<file path="config.mk">
export PLATFORM = sky130hd
export DESIGN_NAME = hazard_scoreboard
export DESIGN_NICKNAME = d
export VERILOG_FILES = /design/src/rtl/hazard_pkg.sv /design/src/rtl/hazard_scoreboard_md_busy_ctr.sv /design/src/rtl/hazard_scoreboard.sv
export SDC_FILE = /design/constraint.sdc
export NUM_CORES = 1
export LEC_CHECK = 0
export CORE_ASPECT_RATIO = 0.75
export CORE_MARGIN = 3
export CORE_UTILIZATION = 41
export CTS_CLUSTER_DIAMETER = 30
export DETAILED_ROUTE_END_ITERATION = 8
export PLACE_DENSITY = 0.93
export SLEW_MARGIN = 30
export SYNTH_ARGS = -nofsm -noshare
export SYNTH_HDL_FRONTEND = slang
export SYNTH_SLANG_ARGS = --single-unit
</file>
<file path="constraint.sdc">
create_clock -name clk -period 5.1 [get_ports clk]
set_input_delay 0.765 -clock clk [delete_from_list [all_inputs] [get_ports clk]]
set_output_delay 0.765 -clock clk [all_outputs]
set_load 0.03 [all_outputs]
</file>
<file path="src/rtl/hazard_pkg.sv">
// hazard_pkg: writeback source codes, tag widths and the tag record shared by the hazard scoreboard
package hazard_pkg;
    localparam int REG_AW = 5;
    localparam int WS_W   = 3;
    typedef enum logic [WS_W-1:0] {
        WS_ALU   = 3'd0,
        WS_MEM   = 3'd1,
        WS_PC8   = 3'd2,
        WS_HI    = 3'd3,
        WS_LO    = 3'd4,
        WS_SHIFT = 3'd5
    } ws_src_e;
    typedef struct packed {
        logic              we;
        logic [REG_AW-1:0] wa;
        logic [WS_W-1:0]   ws;
    } tag_t;
    localparam tag_t TAG_BUBBLE = '0;
endpackage

</file>
<file path="src/rtl/hazard_scoreboard_md_busy_ctr.sv">
// md_busy_ctr: mul/div occupancy counter, loads LAT on issue and counts down to idle
module md_busy_ctr #(
    parameter int LAT = 4
) (
    input  logic clk,
    input  logic rst_n,
    input  logic load_i,
    output logic busy_o
);
    localparam int CW = $clog2(LAT + 1);
    logic [CW-1:0] cnt_q, cnt_d;
    // reload on issue, otherwise drain toward zero
    always_comb cnt_d = load_i ? CW'(LAT) : ((cnt_q != '0) ? cnt_q - CW'(1) : cnt_q);
    // count register
    always_ff @(posedge clk or negedge rst_n)
        if (!rst_n) cnt_q <= '0;
        else        cnt_q <= cnt_d;
    assign busy_o = (cnt_q != '0);
endmodule

</file>
<file path="src/rtl/hazard_scoreboard.sv">
// hazard_scoreboard: E/M/W destination-tag pipeline with RAW-on-E stall; mul/div interlock under HAZARD_MD_INTERLOCK_EN
module hazard_scoreboard
    import hazard_pkg::*;
#(
    parameter int MD_LATENCY = 4
) (
    input  logic              clk,
    input  logic              rst_n,
    input  logic              id_valid,
    input  logic              id_we,
    input  logic [REG_AW-1:0] id_wa,
    input  logic [WS_W-1:0]   id_ws,
    input  logic [REG_AW-1:0] id_ra1,
    input  logic [REG_AW-1:0] id_ra2,
    input  logic              id_use1,
    input  logic              id_use2,
    input  logic              id_md_start,
    input  logic              id_reads_hilo,
    output logic              WE_EM,
    output logic [REG_AW-1:0] WA_EM,
    output logic [WS_W-1:0]   WS_EM,
    output logic              we_mw,
    output logic [REG_AW-1:0] wa_mw,
    output logic [WS_W-1:0]   ws_mw,
    output logic              stall_f,
    output logic              stall_d,
    output logic              flush_e,
    output logic              md_busy
);
    tag_t e_q, e_d, m_q, w_q;
    logic raw_e, md_hz, stall, advance;
    assign raw_e = id_valid & e_q.we & (e_q.wa != '0) &
                   ((id_use1 & (id_ra1 == e_q.wa)) | (id_use2 & (id_ra2 == e_q.wa)));
    assign stall   = raw_e | md_hz;
    assign advance = id_valid & ~stall;
    assign stall_f = stall;
    assign stall_d = stall;
    assign flush_e = stall;
`ifdef HAZARD_MD_INTERLOCK_EN
    md_busy_ctr #(.LAT(MD_LATENCY)) u_md (
        .clk    (clk),
        .rst_n  (rst_n),
        .load_i (advance & id_md_start),
        .busy_o (md_busy)
    );
    assign md_hz = id_valid & md_busy & (id_reads_hilo | id_md_start);
`else
    logic unused_md;
    assign unused_md = ^{id_md_start, id_reads_hilo, (MD_LATENCY != 0)};
    assign md_busy   = 1'b0;
    assign md_hz     = 1'b0;
`endif
    // E takes the D tag only when a real instruction advances; stalls and empty slots become bubbles
    always_comb e_d = advance ? tag_t'{we: id_we, wa: id_wa, ws: id_ws} : TAG_BUBBLE;
    // tag pipeline: E from D, then M and W shift unconditionally
    always_ff @(posedge clk or negedge rst_n)
        if (!rst_n) begin
            e_q <= TAG_BUBBLE;
            m_q <= TAG_BUBBLE;
            w_q <= TAG_BUBBLE;
        end else begin
            e_q <= e_d;
            m_q <= e_q;
            w_q <= m_q;
        end
    assign WE_EM = m_q.we;
    assign WA_EM = m_q.wa;
    assign WS_EM = m_q.ws;
    assign we_mw = w_q.we;
    assign wa_mw = w_q.wa;
    assign ws_mw = w_q.ws;
endmodule

</file>
Yosys cells after proc, flatten, opt, wreduce, memory -nomap -nowiden
Cells that the tools add are included.
Widths: inputs -> output; s select.
- bitwise logic cells: 8
- equality and inequality tests: 2
- reduce and logical (&&, ||, !) cells: 1
- muxes and demuxes: 1
- operators with widths (operator ; number):
    $eq 5x5->1 ; 2
    $mux 9 ; 1
    $and 1x1->1 ; 6
    $reduce_bool 5->1 ; 1
    $not 1->1 ; 1
    $or 1x1->1 ; 1
- flip-flop bits (word level): 27
- logic and storage cells: 21

Logic depth before layout (Yosys ltp)
Gate-level depths: netlist of run 1.
- depth after elaboration: 7
- mapped depth: 5
- depth with buffers taken out: 4

Worst setup path before layout of run 1
OpenSTA, ideal clock, no wires.
- kind: input to output
- start: input port id_ra1[1]
- end: output port stall_d
- data required time: 4335 ps
- arrival time: 1938 ps
- setup slack: 2397 ps
- stages: 5
- path through: xnor2_1 > nand4_1 > o22ai_2 > and2_1 > buf_4
- word-level cells in the longest chain between the ends: 4
- ends and longest elaborated chain (item ; RTL line ; text):
    start: declaration ; hazard_scoreboard.sv:13 ; input logic [REG_AW-1:0] id_ra1,
    $eq 5x5->1 ; hazard_scoreboard.sv:33 ; ((id_use1 & (id_ra1 == e_q.wa)) | (id_use2 & (id_ra2 == e_q.wa)));
    $and 1x1->1 ; hazard_scoreboard.sv:33 ;
    $or 1x1->1 ; hazard_scoreboard.sv:33 ;
    $and 1x1->1 ; hazard_scoreboard.sv:32 ; assign raw_e = id_valid & e_q.we & (e_q.wa != '0) &
    end: declaration ; hazard_scoreboard.sv:26 ; output logic stall_d,
No other way between the ends.

Final worst setup path of run 1
- start: input port id_ra1[3]
- end: output port stall_d
Same word-level chain as after synthesis.

==> results.toml, run 1 <==
[outcome]
outcome = "finished, final reports clean"

[worst_setup_path]
rr_endpoint = "e_q[1]"
startpoint = "id_ra1[3]"
worstPathRequired_ns = 4.34
timing.rr.start = "e_q[5]"
crit_path_max_fanout = 10
crit_arrival_ns = 2.82
start_kind = "primary input"
end_kind = "output pin"
crit_path_end = "stall_d"
worst-setup-path-type = "in -> out"
reg2reg_slack_ns = 3.58
r2r_cells = 3

[power_and_ir_drop]
p_leak_nw = 0.6073
clkPwrFrac_pct = 22.6
p_sw_mw = 0.09669
power_density_nw_per_um2 = 278.5
netSwitchingFraction_pct = 24.93
power_frac_seq_pct = 59.6
peakVddDrop_mv = 0.08747
power.share.combinational_pct = 17.8
finalPower_mw = 0.3878
p_int_mw = 0.2911

[sta]
tns_ns = 0
fin_hold_ws_ns = 0.3620
drv_slew = 0
finalClockSkew_ns = 0.003853
clock.fmax_ghz = 0.2793
fin_crit_ns = 3.580
hold_viol = 0
rsz0062_at_grt = "no"
slew_headroom_pct = 63.25
setup_violations = 0
tightest_slew_ns = 0.5512
period_share_pct = 70.20

[clock_tree]
post_cts_buffers = 0
cts_tree = "yes"
clkLatencyLatePin_ns = 0.32
cts.repair.resized = 0
clock_sinks = 27
ctsHoldBuffers = 0
cts_made_buffers = 3
clkTransAtPathRegs_ns = 0.13
htreeDepth = 1
cts-root-buf = "clkbuf_4"
cts.path.max_buffers = 2

[route]
final_antenna_net_count = 0
via_count = 634
wire_per_inst_um = 12.49
drc_errors = 0
dr.first_iter.drc_count = 9
drt-pass1-iter-count = 4
wirelength_um = 1699
avgViaCountPerCell = 4.662

[synthesis]
ys_seq_area_share_pct = 72.00
syn_inst = 69
ys_seq_elements = 27
synth_top_area_share_pct = 72.00
synth.distinct_cells = 13
synth.area.top_cells = "dfrtp_1 72%, xnor2_1 9.3%, a21oi_1 4.8%, nand2_1 4.4%, buf_4 2.4%"
synthFlopType = "dfrtp_1"
avgSynthCellArea_um2 = 13.60
syn_area_um2 = 938.4
ys_warn_count = 0
synth_edf_count = 0
synth-async-reset-ratio_pct = 100.0
yosysMostFrequentCell = "dfrtp_1"
synth_top_area_cell = "dfrtp_1"
synth_nets = 95
synthTopCellsByCount = "27 x dfrtp_1, 11 x nand2_1, 10 x xnor2_1, 9 x a21oi_1, 3 x buf_4"

[global_routing]
grt_usage_pct = 12.27
grt_first_pass_wirelength_um = 2490
grt_pass1_vias = 568
antenna_found_initial = 0
grt_max_degree = 28
grt-ovfl-total = 0

[cells_and_area]
nFillCells = 144
final_net_count = 139
drive_above_1_share_pct = 4.464
antennaDiodeCount = 0
utilization_pct = 66.81
areaGrowthSynthToFinish_pct = 48.40

[floorplan]
initial_core_util_pct = 45.02
core_um2 = 2085
fp.dieH_um = 47.43
num_io_pins = 48
die_area_um2 = 2905
std_cell_rows = 14
die_w_um = 61.24

[worst_hold_path]
holdCritPathClass = "reg -> reg"
worstHoldStart = "e_q[0]"

[job]
cap_viol_max_count = 0

[placement]
place_congestion = 0.7065
post-dp-hpwl_um = 1354
io_buffers = 44
[cell families (layout without fill, tap and decap cells)]
logic type	Yosys count	in the layout	synth area share, %
other	1	1	0.3996
XOR/XNOR	10	10	9.333
buffers and inverters	5	48	3.999
flip-flops	27	27	72.00
AO/OA/AOI/OAI	11	11	7.199
AND/OR/NAND/NOR	15	15	7.067
[placed cells by master (no fill, tap or decap)]
cell / netlist / final
and2_1: 1 / 1
conb_1: 1 / 1
nand4_1: 2 / 2
dfrtp_1: 27 / 27
a21oi_1: 9 / 9
xnor2_1: 10 / 10
o22ai_2: 1 / 1
clkdlybuf4s50_1: 0 / 43
o311a_1: 1 / 1
clkbuf_4: 0 / 3
clkbuf_1: 1 / 1
buf_2: 0 / 1
nand2_1: 11 / 11
or3_1: 1 / 1
[through the flow]
step	instances	worst slack [ns]	area [µm²]
final	136	1.520	1393
after global placement	132	1.557	1371
after detailed placement	132	1.533	1366
after CTS	136	1.531	1393
after floorplan	69	2.397	938.4
after global routing	136	1.408	1393
[power by group through the flow]
| stage | logic [mW] | registers, mW | clock network [mW] |
|---|---|---|---|
| CTS | 0.0697 | 0.231 | 0.0903 |
| floorplan | 0.0167 | 0.250 | 0 |
| global placement | 0.0690 | 0.235 | 0 |
| global route | 0.0742 | 0.232 | 0.0983 |
| finish | 0.0691 | 0.231 | 0.0877 |
| detailed placement | 0.0696 | 0.236 | 0 |
[how the worst min path moves through the flow]
stage	to	slack (ns)	cells after the start
detailed placement	WS_EM[0]	0.33	0
global placement	WS_EM[0]	0.33	0
finish	WS_EM[0]	0.36	0
floorplan	WS_EM[0]	0.33	0
global route	WS_EM[2]	0.37	0
CTS	WS_EM[0]	0.36	0
[routing by layer]
layer | wire [µm] | vias to the layer above | global-route usage (%)
met5 | 0 | - | 0
met4 | 26 | 0 | 6.494
met3 | 156 | 4 | 3.774
met2 | 806 | 33 | 20.68
met1 | 710 | 289 | 14.34
li1 | - | 308 | -
[sequential cells by signal, summed over array words and instances, names as in the netlist]
name,flops
e_q,9
wa_mw,5
ws_mw,3
WE_EM,1
WA_EM,5
we_mw,1
WS_EM,3
[layout make-up]
class,count,area (µm²),area share (%)
Sequential cell,27,675.6,48.52
Timing Repair Buffer,44,435.4,31.27
Multi-Input combinational cell,37,225.2,16.17
Tap cell,24,30.03,2.156
Clock buffer,4,26.28,1.887
[critical path, stage by stage]
cell and delay, ns:
clkdlybuf4s50_1 0.49, xnor2_1 0.12, nand4_1 0.13, o22ai_2 0.40, and2_1 0.23, clkdlybuf4s50_1 0.68
No activity file was read; power rests on OpenSTA's default activity.
==> run 2, diff against run 1 <==
--- a/config.mk
+++ b/config.mk
@@ -7,10 +7,10 @@
 export LEC_CHECK = 0
 export CORE_ASPECT_RATIO = 0.75
 export CORE_MARGIN = 3
-export CORE_UTILIZATION = 41
+export CORE_UTILIZATION = 38
 export CTS_CLUSTER_DIAMETER = 30
 export DETAILED_ROUTE_END_ITERATION = 8
-export PLACE_DENSITY = 0.93
+export PLACE_DENSITY = 0.88
 export SLEW_MARGIN = 30
 export SYNTH_ARGS = -nofsm -noshare
 export SYNTH_HDL_FRONTEND = slang
==> constraint.sdc (replaced) <==
create_clock -name clk -period 3.7 [get_ports clk]
set_input_delay 0.555 -clock clk [delete_from_list [all_inputs] [get_ports clk]]
set_output_delay 0.555 -clock clk [all_outputs]
set_load 0.03 [all_outputs]
==> run 2 against run 1 <==
Net effect:
- global-route usage is 0.58 points higher
- worst hold slack worse by 0.16 ns
- count of clock-buffer cells in the layout unchanged
- core utilization is 1.9 points lower
- wire length is 6.6% higher
- combinational power rose by 39%
- total power up 38%
- sequential power up 38%
- clock skew increased by 0.0015 ns
- via count rose by 2.2%
- first-iteration DRC count rose by 33%
- largest cell class unchanged
==> results.toml, run 2 (synthesis gave the netlist of run 1 again) <==
[worst_setup_path]
worstPathRequired_ns = 3.14
r2r_cells = 3
crit_path_max_fanout = 10
crit_arrival_ns = 2.56
end_kind = "output pin"
rr_endpoint = "e_q[3]"
reg2reg_slack_ns = 2.18
start_kind = "primary input"
timing.rr.start = "e_q[5]"
worst-setup-path-type = "in -> out"

[sta]
clock.fmax_ghz = 0.3206
drv_slew = 0
setup_violations = 0
fin_crit_ns = 3.119
slew_headroom_pct = 63.32
fin_hold_ws_ns = 0.2051
rsz0062_at_grt = "no"
finalClockSkew_ns = 0.005349
tns_ns = 0
period_share_pct = 84.30
tightest_slew_ns = 0.5503
hold_viol = 0

[route]
wirelength_um = 1811
final_antenna_net_count = 0
drc_errors = 0
wire_per_inst_um = 12.49
via_count = 648
dr.first_iter.drc_count = 12
avgViaCountPerCell = 4.469
drt-pass1-iter-count = 3

[floorplan]
core_um2 = 2172
initial_core_util_pct = 43.20
num_io_pins = 48
die_area_um2 = 3108
fp.dieH_um = 49.04
std_cell_rows = 14
die_w_um = 63.38

[placement]
place_congestion = 0.7097
post-dp-hpwl_um = 1465
io_buffers = 44

[clock_tree]
cts.path.max_buffers = 2
clock_sinks = 27
cts_tree = "yes"
post_cts_buffers = 0
clkLatencyLatePin_ns = 0.31
htreeDepth = 1
cts-root-buf = "clkbuf_4"
cts_made_buffers = 3
cts.repair.resized = 0
clkTransAtPathRegs_ns = 0.13
ctsHoldBuffers = 0

[global_routing]
antenna_found_initial = 0
grt_first_pass_wirelength_um = 3105
grt_max_degree = 28
grt-ovfl-total = 0
grt_pass1_vias = 698
grt_usage_pct = 12.85

[cells_and_area]
areaGrowthSynthToFinish_pct = 50.27
drive_above_1_share_pct = 5.310
largest_register_ffs = 9
antennaDiodeCount = 0
layout_common_cells = "43 x clkdlybuf4s50_1, 27 x dfrtp_1, 11 x nand2_1"
nFillCells = 173
utilization_pct = 64.92
largest-register = "e_q"
layout.cells.most_common = "clkdlybuf4s50_1"
final_net_count = 140

[power_and_ir_drop]
power_frac_seq_pct = 59.5
peakVddDrop_mv = 0.1485
power_density_nw_per_um2 = 379.9
p_leak_nw = 0.6127
p_int_mw = 0.4017
p_sw_mw = 0.1340
netSwitchingFraction_pct = 25.01
power.share.combinational_pct = 18.0
clkPwrFrac_pct = 22.5

[outcome]
outcome = "finished, final reports clean"

[worst_hold_path]
holdCritPathClass = "in -> async"

[job]
cap_viol_max_count = 0
-- run 2: changes by cell type in the layout (fill, tap and decap cells not counted), sizes merged --
cell | previous run | this run
buf | 1 | 2
-- run 2: final cells by class --
cell class | instances | area, µm² | share of cell area [%]
Sequential cell | 27 | 675.6 | 47.91
Timing Repair Buffer | 45 | 442.9 | 31.41
Multi-Input combinational cell | 37 | 225.2 | 15.97
Tap cell | 32 | 40.04 | 2.839
Clock buffer | 4 | 26.28 | 1.863
-- run 2: power by group through the flow --
stage	clock [mW]	combinational [mW]	sequential, mW
after floorplan	0	0.0231	0.344
after global placement	0	0.0955	0.324
after detailed placement	0	0.0972	0.325
after CTS	0.125	0.0974	0.319
after global routing	0.137	0.103	0.321
final	0.121	0.0963	0.319
-- run 2: how the worst max path moves through the flow --
| stage | startpoint | end | slack, ns | cells after the start |
|---|---|---|---|---|
| floorplan | id_ra1[1] | stall_d | 1.42 | 5 |
| global placement | id_valid | flush_e | 0.62 | 4 |
| detailed placement | id_valid | flush_e | 0.57 | 4 |
| CTS | id_valid | flush_e | 0.56 | 4 |
| global route | id_valid | flush_e | 0.42 | 4 |
| finish | id_valid | flush_e | 0.58 | 4 |
-- run 2: worst max-delay path, cell delays in order --
cell             delay (ns)
clkdlybuf4s50_1        0.67
o311a_1                0.42
and2_1                 0.22
clkdlybuf4s50_1        0.69
-- run 2: per-stage QoR --
stage | setup WS, ns | instances | instance area (µm²) | total power, mW
floorplan | 1.417 | 69 | 938.4 | 0.3674
global placement | 0.6209 | 141 | 1389 | 0.4197
detailed placement | 0.5728 | 141 | 1384 | 0.4223
CTS | 0.5630 | 145 | 1410 | 0.5414
global route | 0.4185 | 145 | 1410 | 0.5613
finish | 0.5807 | 145 | 1410 | 0.5357
-- run 2: metal layers --
| metal | track usage [%] | wire [µm] | part of all wire (%) | up-vias |
|---|---|---|---|---|
| li1 | - | - | - | 309 |
| met1 | 15.55 | 758 | 42 | 297 |
| met2 | 20.10 | 792 | 44 | 36 |
| met3 | 3.917 | 192 | 11 | 6 |
| met4 | 7.885 | 68 | 3.8 | 0 |
| met5 | 0 | 0 | 0 | - |
==> run 3, diff against run 2 <==
==> constraint.sdc (replaced) <==
create_clock -name clk -period 2.95 [get_ports clk]
set_input_delay 0.4425 -clock clk [delete_from_list [all_inputs] [get_ports clk]]
set_output_delay 0.4425 -clock clk [all_outputs]
set_load 0.03 [all_outputs]
==> run 3 against run 2 <==
Net effect:
- via count decreased by 0.93%
- die area is the same
- worst hold slack worse by 0.12 ns
==> results.toml, run 3 (synthesis gave the netlist of run 1 again) <==
[job]
cap_viol_max_count = 0

[worst_setup_path]
r2r_cells = 4
crit_top_cell = "clkdlybuf4s50_1"
timing.rr.start = "e_q[5]"
crit_path_max_fanout = 3
rr_endpoint = "e_q[6]"
end_kind = "output pin"
slowest_stage = "clkdlybuf4s50_1"
crit_arrival_ns = 2.31
slowest_delay_ns = 0.69
startpoint = "id_ra1[2]"
crit_chain = "clkdlybuf4s50_1 > xnor2_1 > nand4_1 > o22ai_2 > and2_1 > clkdlybuf4s50_1"
worstPathRequired_ns = 2.51
start_kind = "primary input"
worst-setup-path-type = "in -> out"
reg2reg_slack_ns = 1.41

[sta]
clock.fmax_ghz = 0.3628
rsz0062_at_grt = "no"
fin_crit_ns = 2.757
finalClockSkew_ns = 0.002644
slew_headroom_pct = 64.39
drv_slew = 0
tightest_slew_ns = 0.5342
fin_hold_ws_ns = 0.08530
hold_viol = 0
period_share_pct = 93.44
tns_ns = 0
setup_violations = 0

[cells_and_area]
drive_above_1_share_pct = 8.696
layout.cells.most_common = "clkdlybuf4s50_1"
layout_common_cells = "42 x clkdlybuf4s50_1, 27 x dfrtp_1, 11 x nand2_1"
design_area_um2 = 1426
nFillCells = 170
areaGrowthSynthToFinish_pct = 52.00
seqCellArea_um2 = 675.6
largest-register = "e_q"
final_net_count = 142
largest_register_ffs = 9
antennaDiodeCount = 0
multiInputGateArea_um2 = 225.2

[route]
drt-pass1-iter-count = 4
dr.first_iter.drc_count = 24
wl_met2_um = 987
wire_per_inst_um = 13.03
wl_met3_um = 157
wirelength_um = 1915
avgViaCountPerCell = 4.367
dr.max_layer_used = "met4"
final_antenna_net_count = 0
wl_met1_um = 750
drc_errors = 0
via_count = 642

[power_and_ir_drop]
power.share.combinational_pct = 18.2
power_frac_seq_pct = 59.4
p_leak_nw = 0.6239
netSwitchingFraction_pct = 25.17
peakVddDrop_mv = 0.1735
p_int_mw = 0.5043
p_sw_mw = 0.1696
finalPower_mw = 0.6740
clkPwrFrac_pct = 22.4
power_density_nw_per_um2 = 472.5

[floorplan]
fp.dieH_um = 49.04
die_area_um2 = 3108
die_w_um = 63.38
num_io_pins = 48
std_cell_rows = 14
core_um2 = 2172
initial_core_util_pct = 43.20

[global_routing]
grt_usage_pct = 13.44
grt_first_pass_wirelength_um = 3118
grt_max_degree = 28
antenna_found_initial = 0
grt-ovfl-total = 0
grt_pass1_vias = 684

[placement]
io_buffers = 44
dpl-instance-area_um2 = 1396
place_congestion = 0.7130

[clock_tree]
cts_tree = "yes"
clock_sinks = 27
cts.repair.resized = 0
cts.path.max_buffers = 2
cts-root-buf = "clkbuf_4"
cts_made_buffers = 3
ctsHoldBuffers = 0
post_cts_buffers = 0
htreeDepth = 1
clkLatencyLatePin_ns = 0.31
clkTransAtPathRegs_ns = 0.13

[outcome]
outcome = "finished, final reports clean"

[worst_hold_path]
holdCritPathClass = "in -> async"
## run 3: changes by cell type in the layout (fill, tap and decap cells not counted), sizes merged
cell / delta
clkdlybuf4s50: -1
clkbuf: -1
buf: +3
clkinvlp: +1
## run 3: power by group through the flow
| stage | registers, mW | clock network [mW] | logic (mW) |
|---|---|---|---|
| floorplan | 0.432 | 0 | 0.0290 |
| global placement | 0.407 | 0 | 0.122 |
| detailed placement | 0.408 | 0 | 0.124 |
| CTS | 0.401 | 0.157 | 0.124 |
| global route | 0.403 | 0.177 | 0.131 |
| finish | 0.400 | 0.151 | 0.123 |
## run 3: metal layers
layer / up-vias / GRT usage, %
met5: - / 0
met4: 0 / 7.885
met3: 2 / 4.608
met2: 36 / 23.92
met1: 290 / 13.56
li1: 314 / -
## run 3: worst max path at each step
stage / to / slack (ns) / cells after the start
after global placement: stall_d / 0.22 / 6
after global routing: stall_f / 0.11 / 6
after detailed placement: stall_d / 0.17 / 6
after floorplan: stall_d / 0.84 / 5
after CTS: stall_d / 0.16 / 6
final: stall_d / 0.19 / 6
## run 3: layout make-up
| cell class | count | area share (%) |
|---|---|---|
| clock inverters | 1 | 0.5263 |
| flip-flops and latches | 27 | 47.37 |
| multi-input cells | 37 | 15.79 |
| clock buffers | 3 | 1.579 |
| well taps | 32 | 2.807 |
| repair buffers | 47 | 31.93 |
## run 3: critical path, delay by kind of cell
| family | cells | cell delay (ns) |
|---|---|---|
| buf+inv | 2 | 1.18 |
| simple gates | 2 | 0.35 |
| compound gates | 1 | 0.20 |
| xor+xnor | 1 | 0.13 |
## run 3: per-stage QoR
stage / utilization (%) / worst slack, ns / instances
floorplan: - / 0.8400 / 69
global placement: 64.52 / 0.2235 / 143
detailed placement: 64.29 / 0.1721 / 143
CTS: 65.67 / 0.1627 / 147
global route: 65.67 / 0.1103 / 147
finish: 65.67 / 0.1934 / 147
